File: src/rtl/fifo_wr_arbiter.sv
// fifo_wr_arbiter: round-robin arbiter sharing the async_fifo write port
// among NREQ requesters, in bursts of up to BURST words per grant.
//
// Ports:
//   wclk, wrst_n   write-domain clock, async active-low reset
//   req_valid      per-requester word valid
//   req_data       per-requester word, requester k at [k*DSIZE +: DSIZE]
//   req_last       per-requester end-of-packet marker
//   req_ready      per-requester accept (combinational)
//   winc, wdata    registered FIFO write strobe and data
//   wfull, awfull  FIFO full / one-slot-left flags
//   grant_valid    a grant is held
//   grant_id       granted requester index
module fifo_wr_arbiter #(
    parameter int DSIZE = 32,
    parameter int NREQ  = 4,
    parameter int BURST = 4,
    localparam int IW   = $clog2(NREQ),
    localparam int BW   = $clog2(BURST + 1)
) (
    input  logic                  wclk,
    input  logic                  wrst_n,
    input  logic [NREQ-1:0]       req_valid,
    input  logic [NREQ*DSIZE-1:0] req_data,
    input  logic [NREQ-1:0]       req_last,
    output logic [NREQ-1:0]       req_ready,
    output logic                  winc,
    output logic [DSIZE-1:0]      wdata,
    input  logic                  wfull,
    input  logic                  awfull,
    output logic                  grant_valid,
    output logic [IW-1:0]         grant_id
);

    typedef enum logic {ARB, GRANT} state_t;

    state_t           state, state_d;
    logic [IW-1:0]    rr_ptr, rr_ptr_d;
    logic [IW-1:0]    grant_id_d, pick_id, next_ptr;
    logic [BW-1:0]    beat_cnt, beat_cnt_d, beat_nxt;
    logic             grant_valid_d, winc_d;
    logic             pick_found, accept_ok, accepted;
    logic             cur_valid, cur_last;
    logic [DSIZE-1:0] wdata_d, cur_data;

    // A write already in flight into the last free slot blocks a new word.
    assign accept_ok = !wfull && !(awfull && winc);

    assign cur_valid = req_valid[grant_id];
    assign cur_last  = req_last[grant_id];
    assign cur_data  = req_data[int'(grant_id)*DSIZE +: DSIZE];
    assign accepted  = (state == GRANT) && cur_valid && accept_ok;
    assign beat_nxt  = beat_cnt + BW'(1);
    assign next_ptr  = (grant_id == IW'(NREQ - 1)) ? '0 : grant_id + IW'(1);

    always_comb begin
        req_ready = '0;
        if (state == GRANT && accept_ok) begin
            req_ready[grant_id] = 1'b1;
        end
    end

    // Circular search from rr_ptr; scanning downward lets the nearest
    // valid index overwrite any farther one.
    always_comb begin
        pick_found = 1'b0;
        pick_id    = '0;
        for (int i = NREQ - 1; i >= 0; i--) begin
            if (req_valid[(int'(rr_ptr) + i) % NREQ]) begin
                pick_found = 1'b1;
                pick_id    = IW'((int'(rr_ptr) + i) % NREQ);
            end
        end
    end

    always_comb begin
        state_d       = state;
        rr_ptr_d      = rr_ptr;
        grant_id_d    = grant_id;
        grant_valid_d = grant_valid;
        beat_cnt_d    = beat_cnt;
        winc_d        = accepted;
        wdata_d       = accepted ? cur_data : wdata;
        unique case (state)
            ARB: begin
                if (pick_found) begin
                    state_d       = GRANT;
                    grant_id_d    = pick_id;
                    grant_valid_d = 1'b1;
                    beat_cnt_d    = '0;
                end
            end
            GRANT: begin
                if (!cur_valid) begin
                    state_d       = ARB;
                    grant_valid_d = 1'b0;
                    rr_ptr_d      = next_ptr;
                end else if (accepted) begin
                    beat_cnt_d = beat_nxt;
                    if (cur_last || beat_nxt == BW'(BURST)) begin
                        state_d       = ARB;
                        grant_valid_d = 1'b0;
                        rr_ptr_d      = next_ptr;
                    end
                end
            end
            default: state_d = ARB;
        endcase
    end

    always_ff @(posedge wclk or negedge wrst_n) begin
        if (!wrst_n) begin
            state       <= ARB;
            rr_ptr      <= '0;
            grant_id    <= '0;
            grant_valid <= 1'b0;
            beat_cnt    <= '0;
            winc        <= 1'b0;
            wdata       <= '0;
        end else begin
            state       <= state_d;
            rr_ptr      <= rr_ptr_d;
            grant_id    <= grant_id_d;
            grant_valid <= grant_valid_d;
            beat_cnt    <= beat_cnt_d;
            winc        <= winc_d;
            wdata       <= wdata_d;
        end
    end

    no_overflow: assert property (
        @(posedge wclk) disable iff (!wrst_n) !(winc && wfull));

endmodule
File: config.mk
export PLATFORM = sky130hd
export DESIGN_NAME = fifo_wr_arbiter
export DESIGN_NICKNAME = d
export VERILOG_FILES = /design/src/rtl/fifo_wr_arbiter.sv
export SDC_FILE = /design/constraint.sdc
export NUM_CORES = 1
export LEC_CHECK = 0
export CAP_MARGIN = 30
export CORE_UTILIZATION = 39
export DETAILED_ROUTE_END_ITERATION = 12
export GPL_TIMING_DRIVEN = 0
export PLACE_DENSITY_LB_ADDON = 0.05
export REMOVE_ABC_BUFFERS = 1
export SYNTH_ARGS = -nofsm -noshare
export SYNTH_HDL_FRONTEND = slang
export SYNTH_SLANG_ARGS = --single-unit
File: constraint.sdc
create_clock -name wclk -period 4.7 [get_ports wclk]
set_input_delay 0.94 -clock wclk [delete_from_list [all_inputs] [get_ports wclk]]
set_output_delay 0.94 -clock wclk [all_outputs]
set_load 0.02 [all_outputs]
==> results.toml, run 1 <==
[die]
num_io_pins = 180
dieArea_mm2 = 0.00733
die_width_um = 85.6
start_util = 0.404
die_y_um = 85.6
placementRows = 30
core_mm2 = 0.00676

[yosys]
ys_ff_latch = 42
ys.warnings.count = 0
yosysMostFrequentCell = "dfrtp_1"
netlist_area_mm2 = 0.00273
yosys.area.top_type = "dfrtp_1"
ys.flop_type = "dfrtp_1"
syn_inst = 173
yosysSeqAreaShare = 0.385
synth_edf_count = 0
async_flop_share = 1.00
synth_area_leaders = "dfrtp_1, mux4_2, mux2_4, ha_1, mux2_2"
yosysTopAreaCellShare = 0.385
synth.avg_cell_area_um2 = 15.8
synth_cell_types = 27
synthTopCellsByCount = "dfrtp_1, mux4_2, mux2_4"

[pwr]
p_int_w = 0.00163
ir_drop_v = 0.000260
p_seq_frac = 0.289
power_frac_comb = 0.605
p_leak_nw = 1.88
power.switching_w = 0.000897
cellPowerDensity_mw_per_mm2 = 541
switching_share = 0.355
p_clk_frac = 0.107

[grt]
grt_pass1_wl_mm = 11.1
grt_pass1_vias = 2294
grt.overflow.total = 0
grt_usage = 0.198
grt_max_degree = 41
grt_antenna_before_repair = 0

[timing]
fmax_mhz = 285
worst_slack_ns = 1.19
timing_hold_violations_final = 0
fin_crit_sh = 0.747
worst_pin_slew_ns = 0.904
rsz0062_at_grt = "false"
relSlewSlack = 0.397
slew_violations = 0
period_needed_ns = 3.51
fin_tns_setup_ns = 0
final-setup-viol-count = 0
skew_ns = 0.00581

[clocking]
cts_tree = "done"
cts_hold_buf = 0
clkLatencyLatePin_ns = 0.29
h-tree-depth = 2
postCtsSetupBuffers = 0
cts.sinks = 42
clock-root-buffer = "clkbuf_8"
cts_buffer_depth = 2
cts-resized-gates = 0
cts.clk_slew.worst_paths_ns = 0.08
cts_buffers = 5

[cells_and_area]
antennaDiodeCount = 0
nets = 495
drive_above_1_share = 0.240
fillerInstances = 507
area_delta_synth_final_pct = 71.6

[placed_design]
hpwl_mm = 5.47
io_buffers = 179
place_congestion = 0.733
dp_slack_ns = 1.18

[drt]
ant_nets = 0
drc_errors = 0
detail_route.first_pass.iterations = 4
finalWirelength_mm = 7.10
first_iter_violations = 63
wl_per_cell_um = 16.5
vias_per_cell = 5.12
vias = 2202

[setup_path]
required_ns = 3.76
cp_max_fo = 6
critPathArrivalTime_ns = 2.57
cp-start-kind = "primary input"
cp-end-kind = "output port"
criticalPathCategory = "primary input to output port"

[worst_hold_path]
min_path_type = "primary input to asynchronous set/reset pin"

[outcome]
status = "finished, final reports clean"

[run]
cap_violations = 0
-- critical path, cell delays in order --
cell	delay, ns
clkdlybuf4s50_1	0.39
nor2b_1	0.37
and3_1	0.25
clkdlybuf4s50_1	0.61
-- cells in the final DEF (no fill, tap or decap) --
cell type / synthesis / final
or2_2: 1 / 1
clkdlybuf4s50_1: 0 / 178
nor2b_1: 1 / 1
o22ai_1: 2 / 2
dfrtp_2: 0 / 2
a21oi_1: 5 / 5
o41ai_1: 1 / 1
nor2_1: 3 / 3
nand2_1: 6 / 6
clkbuf_8: 0 / 8
o21ai_0: 4 / 4
nor4_1: 1 / 1
buf_2: 4 / 1
nand3_4: 1 / 1
inv_6: 1 / 1
dfrtp_1: 42 / 40
and3_1: 4 / 4
mux4_2: 34 / 34
buf_12: 0 / 2
xor2_1: 1 / 1
mux2_4: 28 / 28
nand3_1: 2 / 2
nand2b_1: 1 / 1
mux2_2: 6 / 6
mux2i_1: 3 / 3
o21a_1: 1 / 1
inv_1: 7 / 7
ha_1: 6 / 6
-- per-stage QoR --
| step | util | hold slack (ns) | power [W] | area (um2) | instances |
|---|---|---|---|---|---|
| 6_report | 0.692 | 0.437 | 0.00253 | 4680 | 430 |
| 2_1_floorplan | - | 0.469 | 0.00166 | 2640 | 161 |
| 4_1_cts | 0.692 | 0.425 | 0.00256 | 4680 | 430 |
| 5_1_grt | 0.692 | 0.419 | 0.00269 | 4680 | 430 |
| 3_5_place_dp | 0.676 | 0.489 | 0.00228 | 4570 | 422 |
| 3_3_place_gp | 0.671 | 0.480 | 0.00226 | 4530 | 420 |
-- registers in the layout, summed over array words and instances, names as in the netlist --
signal       flops
wdata           32
beat_cnt         3
grant_id         2
rr_ptr           2
grant_valid      1
state            1
winc             1
-- final timing paths --
kind                             start      endpoint  slack [ns]  depth (start not counted)
max in group asynchronous       wrst_n   grant_id[1]        3.84                          2
setup reg to reg           grant_id[1]     rr_ptr[0]        2.24                          3
setup / recovery                 wfull  req_ready[3]        1.19                          4
hold reg to reg            beat_cnt[2]   beat_cnt[2]        0.49                          1
min in group wclk          beat_cnt[2]   beat_cnt[2]        0.49                          1
hold / removal                  wrst_n     wdata[13]        0.44                          1
-- layer usage --
metal / global-route usage / up-vias / part of all wire
li1: - / 1022 / -
met1: 0.245 / 1066 / 0.40
met2: 0.343 / 104 / 0.50
met3: 0.0539 / 10 / 0.078
met4: 0.0545 / 0 / 0.017
met5: 0 / - / 0
-- power by group through the flow --
stage	Sequential (W)	Clock [W]	Combinational [W]
after floorplan	0.000936	0	0.000722
after global placement	0.000784	0	0.00148
after detailed placement	0.000741	0	0.00154
after CTS	0.000737	0.000277	0.00155
after global routing	0.000768	0.000294	0.00163
final	0.000731	0.000269	0.00153
-- area by class of cell --
type	count	area, um2	area share
Timing Repair Buffer	181	1830	0.390
Multi-Input combinational cell	111	1550	0.332
Sequential cell	42	1050	0.225
Clock buffer	8	110	0.0235
Tap cell	80	100	0.0214
Inverter	8	35.0	0.00749
-- logic make-up after synthesis --
group	share of synthesized area
simple gates	0.0408
fa+ha+maj	0.0275
buf+inv	0.0450
compound gates	0.0271
xor+xnor	0.00321
flops	0.385
mux	0.471
(Power assumes the default switching activity.)
==> run 2, diff against run 1 <==
CORE_UTILIZATION = 33   (was 39)
clock period = 3.1 ns   (was 4.7 ns; I/O delays follow)
==> run 2 against run 1 <==
Against the previous run:
- hold slack worse by 0.15 ns
- final area is 0.43% higher
- sequential share of layout area hardly changed
- wire length is 4.1% higher
- global-route usage is 2.5 points lower
- combinational power is 57% higher
- largest power group unchanged
- highest routed layer unchanged
==> results.toml, run 2 (synthesis results as in run 1) <==
[timing]
fmax_mhz = 341
period_needed_ns = 2.93
worst_slack_ns = 0.169
worst_pin_slew_ns = 0.519
timing_hold_violations_final = 0
final-setup-viol-count = 0
skew_ns = 0.00478
slew_violations = 0
relSlewSlack = 0.653
fin_crit_sh = 0.946
rsz0062_at_grt = "false"

[clocking]
cts_buffers = 5
cts_buffer_depth = 2
cts.sinks = 42
clock-root-buffer = "clkbuf_8"
cts_hold_buf = 0
cts_tree = "done"
h-tree-depth = 2
clkLatencyLatePin_ns = 0.28
cts.clk_slew.worst_paths_ns = 0.07

[placed_design]
io_buffers = 179
hpwl_mm = 5.62
dp_cells = 445
dp_slack_ns = 0.171
place_congestion = 0.805

[setup_path]
critPathArrivalTime_ns = 2.31
required_ns = 2.48
cp_max_fo = 6
cp-end-kind = "output port"
r2r_slack_ns = 0.85
rr_endpoint = "wdata[5]"
criticalPathCategory = "primary input to output port"
cp-start-kind = "primary input"
rr_worst_depth = 5
r2r_start = "grant_id[0]"
worstSetupStartpoint = "wfull"

[grt]
grt_pass1_wl_mm = 11.6
grt.overflow.total = 0
grt_usage = 0.173
grt_max_degree = 40
grt_pass1_vias = 2295
grt_antenna_before_repair = 0

[drt]
vias_per_cell = 4.90
first_iter_violations = 40
vias = 2218
drc_errors = 0
detail_route.first_pass.iterations = 4
finalWirelength_mm = 7.39
ant_nets = 0
wl_per_cell_um = 16.3

[cells_and_area]
top_regs = "wdata (32), beat_cnt (3)"
nets = 496
largest_reg_flops = 32
final_cell_mix = "clkdlybuf4s50_1, dfrtp_1, mux4_2, mux2_4, inv_1"
stdcell_count = 453
area_delta_synth_final_pct = 72.3
top_register = "wdata"
drive_above_1_share = 0.234
antennaDiodeCount = 0
fillerInstances = 654
multi_input_comb_area_mm2 = 0.00155
final_common_cell = "clkdlybuf4s50_1"
regArea_mm2 = 0.00106

[pwr]
switching_share = 0.357
p_leak_nw = 1.87
ir_drop_v = 0.000454
power_frac_comb = 0.635
power.switching_w = 0.00135
p_clk_frac = 0.090
p_seq_frac = 0.275
p_int_w = 0.00243
cellPowerDensity_mw_per_mm2 = 805

[run]
cap_violations = 0

[die]
start_util = 0.347
num_io_pins = 180
dieArea_mm2 = 0.00863
placementRows = 32
die_y_um = 92.9
core_mm2 = 0.00785
die_width_um = 92.9

[outcome]
status = "finished, final reports clean"

[worst_hold_path]
min_path_type = "primary input to asynchronous set/reset pin"
-- run 2: changes by cell type in the layout (fill, tap and decap cells not counted), sizes merged --
cell	before	now
buf	3	4
-- run 2: what timing repair did --
| action | 4_1_cts | 5_1_grt |
|---|---|---|
| resized for setup | 0 | 1 |
| setup buffers | 0 | 0 |
| hold endpoints to repair | 0 | 0 |
| endpoints found under the setup margin | 0 | 1 |
-- run 2: routing by layer --
layer	track usage	part of all wire	vias to the layer above
li1	-	-	1024
met1	0.217	0.40	1097
met2	0.306	0.52	91
met3	0.0452	0.065	6
met4	0.0231	0.0064	0
met5	0	0	-
-- run 2: cell type report --
type,instances,share of cell area
timing repair buffer,182,0.393
multi-input combinational,111,0.330
sequential,42,0.225
tap,102,0.0272
clock buffer,8,0.0170
inverter,8,0.00746
-- run 2: worst max path at each step --
stage / slack [ns] / to
floorplan: 0.008 / wdata[31]
global placement: -0.78 / req_ready[2]
detailed placement: 0.17 / req_ready[0]
CTS: 0.09 / req_ready[3]
global route: 0.11 / req_ready[1]
finish: 0.17 / req_ready[1]
-- run 2: critical path: stages --
cell             delay, ns
clkdlybuf4s50_1       0.40
nor2b_1               0.42
and3_1                0.24
clkdlybuf4s50_1       0.63
-- run 2: power by group through the flow --
stage	logic, W	registers [W]	clock network (W)
floorplan	0.00109	0.00142	0
global placement	0.00225	0.00120	0
detailed placement	0.00243	0.00105	0
CTS	0.00244	0.00104	0.000359
global route	0.00256	0.00109	0.000393
finish	0.00240	0.00104	0.000340
-- run 2: metrics by stage --
| stage | area [um2] | hold slack [ns] | setup TNS (ns) | total power (W) | utilization |
|---|---|---|---|---|---|
| global placement | 4560 | 0.483 | -23.85 | 0.00345 | 0.581 |
| floorplan | 2640 | 0.324 | 0 | 0.00251 | - |
| global route | 4700 | 0.304 | 0 | 0.00404 | 0.599 |
| finish | 4700 | 0.291 | 0 | 0.00378 | 0.599 |
| detailed placement | 4620 | 0.490 | 0 | 0.00349 | 0.588 |
| CTS | 4700 | 0.297 | 0 | 0.00385 | 0.598 |
